`config.mk`:
```
export PLATFORM = sky130hd
export DESIGN_NAME = switch_debounce_sync
export DESIGN_NICKNAME = d
export VERILOG_FILES = /design/src/rtl/switch_debounce_sync.sv
export SDC_FILE = /design/constraint.sdc
export NUM_CORES = 1
export LEC_CHECK = 0
export BUFFER_PORTS_ARGS = -buffer_cell sky130_fd_sc_hd__buf_2
export CAP_MARGIN = 20
export CORE_MARGIN = 10
export CORE_UTILIZATION = 45
export DETAILED_ROUTE_END_ITERATION = 8
export PLACE_DENSITY = 0.69
export RECOVER_POWER = 25
export SETUP_SLACK_MARGIN = 0.2
export SYNTH_ARGS = -nofsm -noshare
export SYNTH_HDL_FRONTEND = slang
export SYNTH_SLANG_ARGS = --single-unit
```
`constraint.sdc`:
```
create_clock -name clk -period 2.75 [get_ports clk]
set_clock_uncertainty 0.1 [all_clocks]
set_input_delay 0.4125 -clock clk [delete_from_list [all_inputs] [get_ports clk]]
set_output_delay 0.4125 -clock clk [all_outputs]
set_load 0.05 [all_outputs]
```
`src/rtl/switch_debounce_sync.sv`:
```
// Per-channel 2-flop synchroniser plus hold-counter debounce FSM for raw switches/buttons.
// Define DB_EDGE_PULSE_EN to generate rise_pulse/fall_pulse; otherwise both are tied to 0.
module switch_debounce_sync #(
  parameter int WIDTH   = 2,
  parameter int CNT_MAX = 1000000,
  parameter int CNT_W   = 20
) (
  input  logic             clk,
  input  logic             rst_n,
  input  logic [WIDTH-1:0] raw_in,
  output logic [WIDTH-1:0] db_out,
  output logic [WIDTH-1:0] rise_pulse,
  output logic [WIDTH-1:0] fall_pulse
);

  localparam logic [1:0] S_LO  = 2'd0;
  localparam logic [1:0] S_WHI = 2'd1;
  localparam logic [1:0] S_HI  = 2'd2;
  localparam logic [1:0] S_WLO = 2'd3;

  localparam logic [CNT_W-1:0] CNT_LAST = CNT_W'(CNT_MAX - 1);

  logic [WIDTH-1:0] sync1_reg;
  logic [WIDTH-1:0] sync2_reg;

  always_ff @(posedge clk or negedge rst_n) begin
    if (!rst_n) begin
      sync1_reg <= '0;
      sync2_reg <= '0;
    end else begin
      sync1_reg <= raw_in;
      sync2_reg <= sync1_reg;
    end
  end

  genvar gi;
  generate
    for (gi = 0; gi < WIDTH; gi++) begin : g_ch
      logic [1:0]       state_reg, state_next;
      logic [CNT_W-1:0] cnt_reg, cnt_next;
      logic             db_reg, db_next;

      always_comb begin
        state_next = state_reg;
        cnt_next   = cnt_reg;
        db_next    = db_reg;
        case (state_reg)
          S_LO: begin
            db_next = 1'b0;
            if (sync2_reg[gi]) begin
              state_next = S_WHI;
              cnt_next   = '0;
            end
          end
          S_WHI: begin
            // A return to 0 abandons the candidate level; the hold restarts from 0 later.
            if (!sync2_reg[gi]) begin
              state_next = S_LO;
            end else if (cnt_reg == CNT_LAST) begin
              state_next = S_HI;
              db_next    = 1'b1;
            end else begin
              cnt_next = cnt_reg + 1'b1;
            end
          end
          S_HI: begin
            db_next = 1'b1;
            if (!sync2_reg[gi]) begin
              state_next = S_WLO;
              cnt_next   = '0;
            end
          end
          S_WLO: begin
            if (sync2_reg[gi]) begin
              state_next = S_HI;
            end else if (cnt_reg == CNT_LAST) begin
              state_next = S_LO;
              db_next    = 1'b0;
            end else begin
              cnt_next = cnt_reg + 1'b1;
            end
          end
          default: begin
            state_next = S_LO;
            db_next    = 1'b0;
          end
        endcase
      end

      always_ff @(posedge clk or negedge rst_n) begin
        if (!rst_n) begin
          state_reg <= S_LO;
          cnt_reg   <= '0;
          db_reg    <= 1'b0;
        end else begin
          state_reg <= state_next;
          cnt_reg   <= cnt_next;
          db_reg    <= db_next;
        end
      end

      assign db_out[gi] = db_reg;

`ifdef DB_EDGE_PULSE_EN
      logic rise_reg, fall_reg;

      // Only an accepted hold moves WHI->HI or WLO->LO, so these transitions mark the edges.
      always_ff @(posedge clk or negedge rst_n) begin
        if (!rst_n) begin
          rise_reg <= 1'b0;
          fall_reg <= 1'b0;
        end else begin
          rise_reg <= (state_reg == S_WHI) && (state_next == S_HI);
          fall_reg <= (state_reg == S_WLO) && (state_next == S_LO);
        end
      end

      assign rise_pulse[gi] = rise_reg;
      assign fall_pulse[gi] = fall_reg;
`else
      assign rise_pulse[gi] = 1'b0;
      assign fall_pulse[gi] = 1'b0;
`endif
    end
  endgenerate

endmodule

```
==> results of run 1 <==
==> path summary, 6_finish.rpt <==
path                       slack [ns]                               to  depth (start not counted)
hold / removal                   0.11           sync1_reg[1]$_DFF_PN0_                          1
setup reg to reg                 0.44  g_ch[1].cnt_reg[15]$_DFFE_PN0P_                          6
max in group asynchronous        1.44  g_ch[1].cnt_reg[13]$_DFFE_PN0P_                          1
hold reg to reg                  0.25           sync2_reg[0]$_DFF_PN0_                          0
setup / recovery                 0.44  g_ch[1].cnt_reg[15]$_DFFE_PN0P_                          6
min in group asynchronous        0.30       g_ch[0].db_reg$_DFFE_PN0P_                          1
==> metrics by stage <==
stage | hold WS [ns] | std cells | util | worst slack, ns
floorplan | 0.01691 | 307 | - | 0.6996
global placement | 0.2331 | 375 | 0.4757 | 0.5861
detailed placement | 0.2426 | 375 | 0.4757 | 0.4563
CTS | 0.002345 | 383 | 0.4898 | 0.4505
global route | 0.09745 | 383 | 0.4896 | 0.2649
finish | 0.1103 | 383 | 0.4896 | 0.4432
==> synth_stat cells, drive strengths merged (2+ instances only) <==
| cell | count |
|---|---|
| buf | 14 |
| ha | 10 |
| and4 | 2 |
| nand4 | 13 |
| and3 | 9 |
| or2 | 3 |
| nor3 | 6 |
| mux2 | 4 |
| nand2 | 24 |
| a211o | 2 |
| nor3b | 3 |
| clkbuf | 4 |
| mux2i | 4 |
| a21oi | 14 |
| dfrtp | 50 |
| inv | 9 |
| nor2 | 29 |
| or4 | 3 |
| o21ai | 21 |
| nor4b | 2 |
| a31oi | 5 |
| or3 | 5 |
| nand3 | 16 |
| nand2b | 3 |
| a2111oi | 2 |
| o31ai | 7 |
| xor2 | 14 |
| o211ai | 4 |
| o311ai | 5 |
==> layout make-up <==
type                            count  area [um^2]  area share
Multi-Input combinational cell    230         1589      0.5082
Inverter                            9        33.78     0.01080
Clock inverter                      3        21.27    0.006803
Timing Repair Buffer                9        66.31     0.02121
Tap cell                           77        96.34     0.03081
Clock buffer                        5        68.82     0.02201
Sequential cell                    50         1251      0.4002
==> worst max-delay path, stage by stage, from the launching register on <==
cell and delay [ns]:
sky130_fd_sc_hd__dfrtp_1 0.41, sky130_fd_sc_hd__inv_1 0.13, sky130_fd_sc_hd__ha_1 0.29, sky130_fd_sc_hd__o32a_1 0.54, sky130_fd_sc_hd__nor2_2 0.34, sky130_fd_sc_hd__nand3_1 0.19, sky130_fd_sc_hd__o31ai_1 0.22
==> per-layer routing <==
metal | share of wire | vias up | global-route usage
met1 | 0.47 | 1078 | 0.1479
met2 | 0.49 | 40 | 0.2012
met5 | 0 | - | 0
met4 | 0.011 | 0 | 0.04287
li1 | - | 1114 | -
met3 | 0.030 | 7 | 0.02042
==> kinds of logic (layout without fill, tap and decap cells) <==
kind of cell | after synthesis | count (layout) | share of synthesized area
fa+ha+maj | 10 | 10 | 0.04216
mux | 8 | 8 | 0.02867
flops | 50 | 50 | 0.4216
buf+inv | 27 | 26 | 0.04679
other cells | 1 | 4 | 0.001264
compound gates | 70 | 70 | 0.1665
simple gates | 124 | 124 | 0.2517
xor+xnor | 14 | 14 | 0.04132
==> power breakdown <==
| group | switching, uW | internal (uW) | total (uW) |
|---|---|---|---|
| logic | 735 | 376 | 1110 |
| registers | 80.4 | 821 | 901 |
| clock network | 254 | 179 | 433 |
| total | 1070 | 1380 | 2450 |
==> results by stage, run 1 <==
Final layout:
- Leaving out fill and tap cells, the most frequent cells in the layout are sky130_fd_sc_hd__dfrtp_1, sky130_fd_sc_hd__nor2_1, sky130_fd_sc_hd__nand2_1.
- The antenna cell count is 0.
- Fill cells in the final layout number 592.
- The most common library cell in the layout ignoring fill and taps is sky130_fd_sc_hd__dfrtp_1.
- The number of flip-flops in the largest register is 40.
- The fraction of layout instances using a drive strength above 1 is 0.1307.
- The synthesis-to-layout area growth is 5.354%.
- The final standard cell area without fillers is 3127 um^2.
- The total number of nets in the final design is 319.

Critical path:
- The endpoint type of the worst setup path is a register.
- For the worst setup path, the data arrival time is 2.42 ns.
- Of all nets on the critical path, the largest fanout is 14.
- The sort of element at the start of the critical path is a register.
- In this run the worst setup path begins at g_ch[1].state_reg[0]$_DFFE_PN0P_.
- The startpoint of the lowest-slack register-to-register path is g_ch[1].state_reg[0]$_DFFE_PN0P_.
- The critical path is of the reg2reg type.
- The required time at the worst-slack endpoint is 2.87 ns.

Route:
- After detailed routing, the number of remaining DRC violations is 0.
- The starting DRC count in detailed routing is 118.
- The total vias in the final route is 2239.
- Dividing the detail-routed wire length by the instance count gives 14.90 um.
- The via density per instance is 5.846.
- The first TritonRoute pass finished after 4 iterations.
- Summed over all layers, the routed wires come to 5.706 mm.
- The number of nets with antenna violations after detailed routing is 0.

Clocking:
- The H-tree depth is 2.
- The clock transition at the register clock pins on the worst setup and hold paths after CTS is 0.10 ns.
- After clock tree synthesis, the flow added hold-fix buffers numbering 0.
- The maximum number of buffers from clock root to sink is 2.
- In this run, CTS created clock tree buffers numbering 5.
- The cell sitting at the root of the clock tree is a sky130_fd_sc_hd__clkbuf_8.
- The number of instances resized during post-cts repair is 0.
- The total clock sinks is 50.
- Post-CTS timing repair inserted 0 buffers for setup.
- TritonCTS built the clock tree.
- The clock insertion delay at the later pin of the skew report is 0.30 ns.

Synth:
- The sequential share of the synthesized area is 0.4216.
- Among all flip-flop cells after synthesis, the most frequent one is sky130_fd_sc_hd__dfrtp_1.
- sky130_fd_sc_hd__dfrtp_1 takes more of the synthesized area than any other cell.
- Of all flip-flops after synthesis, the portion carrying an async set or reset was 1.000.
- The share of synthesized area in the top cell type comes to 0.4216.
- Ranked by total cell area, the synthesized netlist is headed by sky130_fd_sc_hd__dfrtp_1, sky130_fd_sc_hd__ha_1, sky130_fd_sc_hd__xor2_1.
- The post-synthesis average cell area is 9.763 um^2.
- Counting flops with a built-in enable in the synthesized netlist gives 0.
- The synthesized design contains 50 register bits.
- The post-synth design cell area is 2968 um^2.
- The count of mapped cells out of synthesis is 304.
- The number of different library cells in the post-synthesis netlist is 62.
- The number of warnings reported in the yosys synthesis log is 0.

Job:
- Max-cap violations in this run came to 0.

Power:
- Across the VDD grid, the largest voltage drop is 0.5066 mV.
- The total power draw is 2445 uW.
- The static leakage is 0.001345 uW.
- Dividing total power by cell area gives a power density of 782.0 nW/um^2.

Hold path:
- In this run the most critical hold path is launched from raw_in[1].
- The path class of the tightest hold or removal check is in2reg.

Status:
- The flow ran to the end, and the final reports show no timing, DRC or antenna violations.

Global routing:
- The pin count of the biggest net entering global routing is 27.
- The wire length of the first global-routing pass is 10.20 mm.
- Global routing finished with a remaining overflow of 0.
- The number of global-route vias before repair is 2238.
- The initial antenna violation count is 0.
- Across every metal layer, demand over resource in global routing totals 0.1187.

STA:
- The number of failing hold endpoints at the final stage is 0.
- The relative slew slack is 0.08378.
- At the pin with the least slew margin, the transition time is 1.374 ns.
- For the final routed database, the setup TNS stands at 0 ns.
- The total of endpoints with negative setup slack in the final report is 0.
- The final-report max-slew violation count is 0.
- The final period utilization is 0.8389.
- After layout, the minimum clock period comes to 2.307 ns.
- The fmax is 0.4335 GHz.
- Setup repair after global routing left no endpoint under its margin.

Floorplan:
- The full die area is 10240 um^2.
- Measured along the x axis, the die boundary spans 101.2 um.
- From bottom edge to top edge, the die measures 101.2 um.
- The number of placed I/O pins is 10.
- The initial utilization of the core area, before any placement, comes to 0.4647.
- The number of placement rows is 29.
- After floorplanning, the core was sized to cover 6386 um^2.

Placed design:
- The HPWL reported at the end of detailed placement is 4.123 mm.
- The placed instances occupy a cell area of 3038 um^2.
- The count of input and output buffers is 5.
- The routability-driven placement congestion ratio is 0.8636.
No activity file was read; power rests on OpenSTA's default activity.
==> run 2: changes to the inputs <==
PLACE_DENSITY = 0.71   (was 0.69)
clock period = 2 ns   (was 2.75 ns; I/O delays follow)
==> results by stage, run 2 (synthesis gave the netlist of run 1 again) <==
Critical path:
- The required time at the worst-slack endpoint is 2.14 ns (-0.73 ns).
- The highest net fanout along the worst path is 4 (-10).
- The endpoint type of the worst setup path is a register.
- The endpoint arrival time on the critical path is 2.21 ns (-0.21 ns).
- The classification of the worst setup path is reg2reg.
- The sort of element at the start of the critical path is a register.

Clocking:
- The total clock sinks is 50 (unchanged).
- The TritonCTS clock tree is yes.
- CTS placed an instance of sky130_fd_sc_hd__clkbuf_8 at the clock tree root.
- The clock insertion delay at the later pin of the skew report came to 0.32 ns (+0.02 ns).
- The H-tree depth is 2 (unchanged).
- The clock transition at the register clock pins on the worst setup and hold paths after CTS is 0.10 ns (about the same).
- The maximum number of buffers from clock root to sink was 2 (unchanged).
- The CTS buffer count is 5 (unchanged).

Route:
- The total vias in the final route is 2786 (+24%).
- The routed length per instance is 18.86 um (+27%).
- The routed wire length came to 8.659 mm (+52%).
- The starting DRC count in detailed routing was 127 (+7.6%).
- The post-detailed-route DRC marker count was 0 (unchanged).
- The iteration count of the initial detailed-routing pass came to 4 (unchanged).
- The number of nets with antenna violations after detailed routing was 0 (unchanged).
- The via density per instance is 6.070 (+3.8%).

Placed design:
- The HPWL reported at the end of detailed placement was 4.735 mm (+15%).
- The routability-driven placement congestion ratio is 0.8597 (-0.45%).
- The count of input and output buffers was 5 (unchanged).
- The pre-CTS setup slack is -0.09228 ns (-0.5486 ns).
- The cell count after placement came to 421 (+12%).

STA:
- Setup repair after global routing could not meet its margin everywhere.
- The final-report max-slew violation count is 0 (unchanged).
- The shortest clock period the worst path allows after layout is 2.066 ns (-0.2413 ns).
- The final period utilization is 1.033 (+0.1939).
- The number of failing hold endpoints at the final stage is 0 (unchanged).
- The measured slew at the worst slew-check pin came to 1.373 ns (-0.001002 ns).
- The post-layout worst setup margin is -0.06553 ns (-0.5087 ns).
- The total of endpoints with negative setup slack in the final report is 11 (+11).
- The fmax came to 0.4841 GHz (+12%).
- The relative slew slack is 0.08444 (+0.0006683).

Global routing:
- The initial antenna violation count is 0 (unchanged).
- The pin count of the biggest net entering global routing is 29 (+7.4%).
- The remaining global-route overflow is 0 (unchanged).
- The number of global-route vias before repair is 2587 (+16%).
- The wire length of the first global-routing pass is 12.21 mm (+20%).
- The aggregate global-route resource usage was 0.1468 (+0.02812).

Hold path:
- The class of the tightest hold or removal check is reg2reg.

Status:
- The final reports fail on setup timing.
- The run finished, with violations left.

Floorplan:
- The number of placement rows came to 29 (unchanged).
- The core area came to 6386 um^2 (unchanged).
- The full die area is 10240 um^2 (unchanged).
- The initial cell density of the core was 0.4647 (unchanged).
- The number of placed I/O pins came to 10 (unchanged).
- The vertical die dimension is 101.2 um (unchanged).
- The overall die width came to 101.2 um (unchanged).

Final layout:
- The count of non-filler cells in the finished layout is 459 (+20%).
- The library cell used most frequently in the layout, excluding fill and tap cells, is sky130_fd_sc_hd__buf_4.
- The number of flip-flops in the largest register was 40 (unchanged).
- The antenna cell count is 0 (unchanged).
- The total number of nets in the final design was 395 (+24%).
- The synthesis-to-layout area growth is 42.62%.
- The library cells used most frequently in the layout, excluding fill and tap cells, are sky130_fd_sc_hd__buf_4, sky130_fd_sc_hd__dfrtp_1, sky130_fd_sc_hd__nor2_1.
- The share of the core filled with cells in the final layout was 0.6628 (+0.1732).
- The fraction of layout instances using a drive strength above 1 is 0.4372 (+0.3065).

Power:
- The static leakage came to 0.001816 uW (+35%).
- The ratio of total power to cell area is 1197 nW/um^2 (+53%).
- The worst IR drop on VDD is 1.166 mV (+130%).
- The total power draw came to 5065 uW (+110%).

Job:
- The number of maximum-capacitance violations was 0 (unchanged).
[run 2: cell count changes in the layout (fill, tap and decap cells not counted), moves of 6 or more]
cell	change
sky130_fd_sc_hd__o31ai_1	-6
sky130_fd_sc_hd__ha_4	+6
sky130_fd_sc_hd__buf_6	+12
sky130_fd_sc_hd__o21ai_0	-10
sky130_fd_sc_hd__ha_1	-7
sky130_fd_sc_hd__buf_4	+59
[run 2: layer usage]
layer	global-route usage	vias up	share of wire
li1	-	1267	-
met1	0.1760	1403	0.40
met2	0.2524	88	0.53
met3	0.02995	28	0.040
met4	0.05573	0	0.026
met5	0	-	0
[run 2: worst paths after layout]
check | start | endpoint | slack (ns) | cells past startpoint
min in group asynchronous | rst_n | g_ch[0].cnt_reg[3]$_DFFE_PN0P_ | 0.72 | 2
min | sync1_reg[0]$_DFF_PN0_ | sync2_reg[0]$_DFF_PN0_ | 0.26 | 0
max | g_ch[0].state_reg[0]$_DFFE_PN0P_ | g_ch[0].cnt_reg[18]$_DFFE_PN0P_ | -0.07 | 7
max in group asynchronous | rst_n | g_ch[1].state_reg[0]$_DFFE_PN0P_ | 0.18 | 2
min reg2reg | sync1_reg[0]$_DFF_PN0_ | sync2_reg[0]$_DFF_PN0_ | 0.26 | 0
max reg2reg | g_ch[0].state_reg[0]$_DFFE_PN0P_ | g_ch[0].cnt_reg[18]$_DFFE_PN0P_ | -0.07 | 7
[run 2: where the power goes]
group	leakage, uW	total [uW]	switching (uW)	internal (uW)
clock	0.0000472	645	366	279
combinational	0.00110	3150	1690	1470
sequential	0.000667	1270	136	1130
[run 2: timing repair]
action                                  in CTS  in global routing
pin swaps                                   32                 25
hold endpoints to repair                    24                  0
resized for setup                           56                 39
hold buffers                                 3                  0
setup buffers                               12                 15
endpoints found under the setup margin      45                 46
[run 2: worst max-delay path: stages, from the launching register on]
cell and delay [ns]:
sky130_fd_sc_hd__dfrtp_1 0.42, sky130_fd_sc_hd__buf_4 0.16, sky130_fd_sc_hd__ha_4 0.15, sky130_fd_sc_hd__or3_4 0.41, sky130_fd_sc_hd__a211oi_4 0.29, sky130_fd_sc_hd__nand4_1 0.16
sky130_fd_sc_hd__xor2_1 0.18, sky130_fd_sc_hd__nor2_1 0.11
[run 2: through the flow]
step                hold slack, ns  setup TNS, ns  area (um^2)
floorplan                 -0.09559              0         3088
global placement            0.2094       -0.05944         3458
detailed placement          0.2135        -0.3151         3458
CTS                         0.2597       -0.07177         3915
global route                0.2648         -1.895         4233
finish                      0.2572        -0.4687         4233
[run 2: final cells by class]
class,count,area [um^2]
Sequential cell,50,1254
Tap cell,77,96.34
Clock buffer,6,82.58
Multi-Input combinational cell,230,2042
Inverter,9,36.28
Timing Repair Buffer,85,709.4
Fill cell,456,2153
Clock inverter,2,12.51
==> run 3: changes to the inputs <==
CORE_UTILIZATION = 35   (was 45)
PLACE_DENSITY = 0.6   (was 0.71)
==> results by stage, run 3 (synthesis gave the netlist of run 1 again) <==
Clocking:
- The clock insertion delay at the later pin of the skew report is 0.32 ns (about the same).
- The clock transition at the register clock pins on the worst setup and hold paths after CTS is 0.10 ns (about the same).
- Clock tree synthesis selected as its root buffer the cell sky130_fd_sc_hd__clkbuf_8.
- The CTS buffer count is 5 (unchanged).
- The maximum number of buffers from clock root to sink is 2 (unchanged).
- The H-tree depth came to 2 (unchanged).
- The total clock sinks came to 50 (unchanged).
- The TritonCTS clock tree is yes.

Route:
- The total vias in the final route is 2679 (-3.8%).
- The via density per instance is 5.412 (-11%).
- The starting DRC count in detailed routing is 79 (-38%).
- The iteration count of the initial detailed-routing pass is 4 (unchanged).
- The number of nets with antenna violations after detailed routing is 0 (unchanged).
- The routed length per instance is 16.02 um (-15%).
- The routed wire length is 7.930 mm (-8.4%).
- The post-detailed-route DRC marker count is 0 (unchanged).

Placed design:
- The count of input and output buffers is 5 (unchanged).
- The routability-driven placement congestion ratio is 0.8242 (-4.1%).
- The HPWL reported at the end of detailed placement was 4.853 mm (+2.5%).

Critical path:
- The required time at the worst-slack endpoint was 2.16 ns (+0.02 ns).
- The classification of the worst setup path is reg2reg.
- The critical path's slowest cell is sky130_fd_sc_hd__or3b_4.
- The endpoint arrival time on the critical path is 2.19 ns (-0.02 ns).
- The buffer and inverter count on the worst path is 1 (unchanged).
- The highest net fanout along the worst path came to 5 (+1).
- In this run the critical register-to-register path is launched from g_ch[0].state_reg[0]$_DFFE_PN0P_.
- The sort of element at the start of the critical path is a register.
- The reg-to-reg endpoint is g_ch[0].cnt_reg[8]$_DFFE_PN0P_.
- The longest individual stage delay on the worst path came to 0.44 ns (+0.02 ns).
- STA classifies the critical path endpoint as a register.
- Walking the worst path, the cells encountered are inv_2, ha_4, or3b_4, nand2_4, o211ai_1, or4_1, nand2_1.
- The family with the most delay on the worst path is simple AND/OR/NAND/NOR gates.
- The register-to-register setup slack is -0.03 ns (+0.03 ns).
- The cell count of the worst reg-to-reg path is 7 (unchanged).

STA:
- The measured slew at the worst slew-check pin is 1.259 ns (-0.1144 ns).
- The total of endpoints with negative setup slack in the final report came to 2 (-9).
- Setup repair after global routing could not meet its margin everywhere.
- The number of failing hold endpoints at the final stage is 0 (unchanged).
- The final period utilization is 1.016 (-0.01660).
- The final-report max-slew violation count is 0 (unchanged).
- The post-layout worst setup margin is -0.03234 ns (+0.03319 ns).
- The fmax is 0.4920 GHz (+1.6%).
- The total negative slack came to -0.04870 ns (+0.4200 ns).
- The relative slew slack is 0.1607 (+0.07628).
- The shortest clock period the worst path allows after layout is 2.032 ns (-0.03319 ns).

Global routing:
- The remaining global-route overflow was 0 (unchanged).
- The wire length of the first global-routing pass is 12.58 mm (+3.0%).
- The pin count of the biggest net entering global routing was 31 (+6.9%).
- The initial antenna violation count is 0 (unchanged).
- The number of global-route vias before repair is 2648 (+2.4%).
- The aggregate global-route resource usage is 0.1169 (-0.02996).

Floorplan:
- The core area was 8217 um^2 (+29%).
- The overall die width came to 112.1 um (+11%).
- The full die area is 12560 um^2 (+23%).
- The number of placed I/O pins is 10 (unchanged).
- The vertical die dimension came to 112.1 um (+11%).
- The number of placement rows is 33 (+14%).
- The initial cell density of the core is 0.3612 (-0.1035).

Final layout:
- The most common library cell in the layout ignoring fill and taps is sky130_fd_sc_hd__buf_4.
- The total number of nets in the final design is 403 (+2.0%).
- Relative to the synthesized area, the layout overhead comes to 50.25%.
- The share of the core filled with cells in the final layout was 0.5427 (-0.1201).
- Leaving out fill and tap cells, the most frequent cells in the layout are sky130_fd_sc_hd__buf_4, sky130_fd_sc_hd__dfrtp_1, sky130_fd_sc_hd__nor2_1.
- The number of flip-flops in the largest register was 40 (unchanged).
- The antenna cell count is 0 (unchanged).
- The count of fill cells added during filler insertion is 652 (+43%).
- The fraction of layout instances using a drive strength above 1 is 0.4795 (+0.04231).

Status:
- The checks that failed: setup timing.
- The run finished, with violations left.

Hold path:
- The worst hold path belongs to the class reg2reg.
- The number of cells on the worst hold path was 0 (unchanged).
- The startpoint identified for the worst hold timing path is sync1_reg[0]$_DFF_PN0_.
- The capture endpoint of the worst hold path is sync2_reg[0]$_DFF_PN0_.

Power:
- The static leakage is 0.001888 uW (+4.0%).
- The ratio of total power to cell area was 1241 nW/um^2 (+3.7%).
- The worst IR drop on VDD came to 0.9361 mV (-20%).

Job:
- The number of maximum-capacitance violations was 0 (unchanged).
run 3: cell types whose count changed in the layout (fill, tap and decap cells not counted), moves of 3 or more:
cell                      previous run  this run
sky130_fd_sc_hd__o21ai_1             6         9
sky130_fd_sc_hd__nand2_1            20        16
sky130_fd_sc_hd__a21oi_1            10         6
sky130_fd_sc_hd__nand2_4             1         4
sky130_fd_sc_hd__a21oi_2             4         8
sky130_fd_sc_hd__o21ai_0             9         5
sky130_fd_sc_hd__buf_4              62        57
sky130_fd_sc_hd__buf_6              12        23
run 3: layout make-up:
cell class,count,area [um^2],area share
clock buffer,5,68.82,0.01543
clock inverter,3,45.04,0.01010
inverter,9,38.79,0.008698
multi-input combinational,230,2086,0.4677
sequential,50,1254,0.2811
tap,105,131.4,0.02946
timing repair buffer,93,835.8,0.1874
run 3: where the power goes:
part	internal, uW	switching (uW)
Sequential	1130	125
Combinational	1770	1740
Clock	373	387
Total	3280	2260
run 3: metal layers:
metal  part of all wire  vias to the layer above  GRT usage
met3              0.020                       18    0.01970
met4              0.025                        0    0.04146
li1                   -                     1280          -
met2               0.51                       31     0.1958
met1               0.45                     1350     0.1476
met5                  0                        -          0
run 3: metrics by stage:
step | hold slack, ns | worst slack [ns] | instance area, um^2 | power (uW) | instances
3_3_place_gp | 0.1894 | -0.002574 | 3556 | 3447 | 454
2_1_floorplan | -0.09559 | 0.009174 | 3088 | 2636 | 307
5_1_grt | 0.2641 | -0.1360 | 4459 | 5823 | 495
4_1_cts | 0.2553 | -0.01338 | 4101 | 4910 | 481
3_5_place_dp | 0.2052 | -0.04049 | 3556 | 3473 | 454
6_report | 0.2539 | -0.03234 | 4459 | 5532 | 495
run 3: repair_timing:
item / CTS / global route
gates cloned: 0 / 0
gates resized for setup: 70 / 54
hold buffers: 3 / 0
buffers inserted: 16 / 14
setup endpoints to repair: 45 / 46
pin swaps: 43 / 42
endpoints found under the hold margin: 22 / 0
run 3: worst register-to-register path: stages, from the launching register on:
cell,delay (ns)
sky130_fd_sc_hd__dfrtp_1,0.43
sky130_fd_sc_hd__inv_2,0.10
sky130_fd_sc_hd__ha_4,0.17
sky130_fd_sc_hd__or3b_4,0.44
sky130_fd_sc_hd__nand2_4,0.13
sky130_fd_sc_hd__o211ai_1,0.11
sky130_fd_sc_hd__or4_1,0.41
sky130_fd_sc_hd__nand2_1,0.09
run 3: how the worst max path moves through the flow:
| stage | start | end | slack [ns] | cells past startpoint |
|---|---|---|---|---|
| 2_1_floorplan | g_ch[0].state_reg[0]$_DFFE_PN0P_ | g_ch[0].cnt_reg[8]$_DFFE_PN0P_ | 0.009 | 7 |
| 3_3_place_gp | g_ch[0].state_reg[0]$_DFFE_PN0P_ | g_ch[0].cnt_reg[18]$_DFFE_PN0P_ | -0.003 | 7 |
| 3_5_place_dp | g_ch[0].state_reg[0]$_DFFE_PN0P_ | g_ch[0].cnt_reg[3]$_DFFE_PN0P_ | -0.04 | 7 |
| 4_1_cts | g_ch[0].state_reg[0]$_DFFE_PN0P_ | g_ch[0].cnt_reg[8]$_DFFE_PN0P_ | -0.01 | 7 |
| 5_1_grt | g_ch[0].state_reg[0]$_DFFE_PN0P_ | g_ch[0].cnt_reg[8]$_DFFE_PN0P_ | -0.14 | 7 |
| 6_report | g_ch[0].state_reg[0]$_DFFE_PN0P_ | g_ch[0].cnt_reg[8]$_DFFE_PN0P_ | -0.03 | 7 |
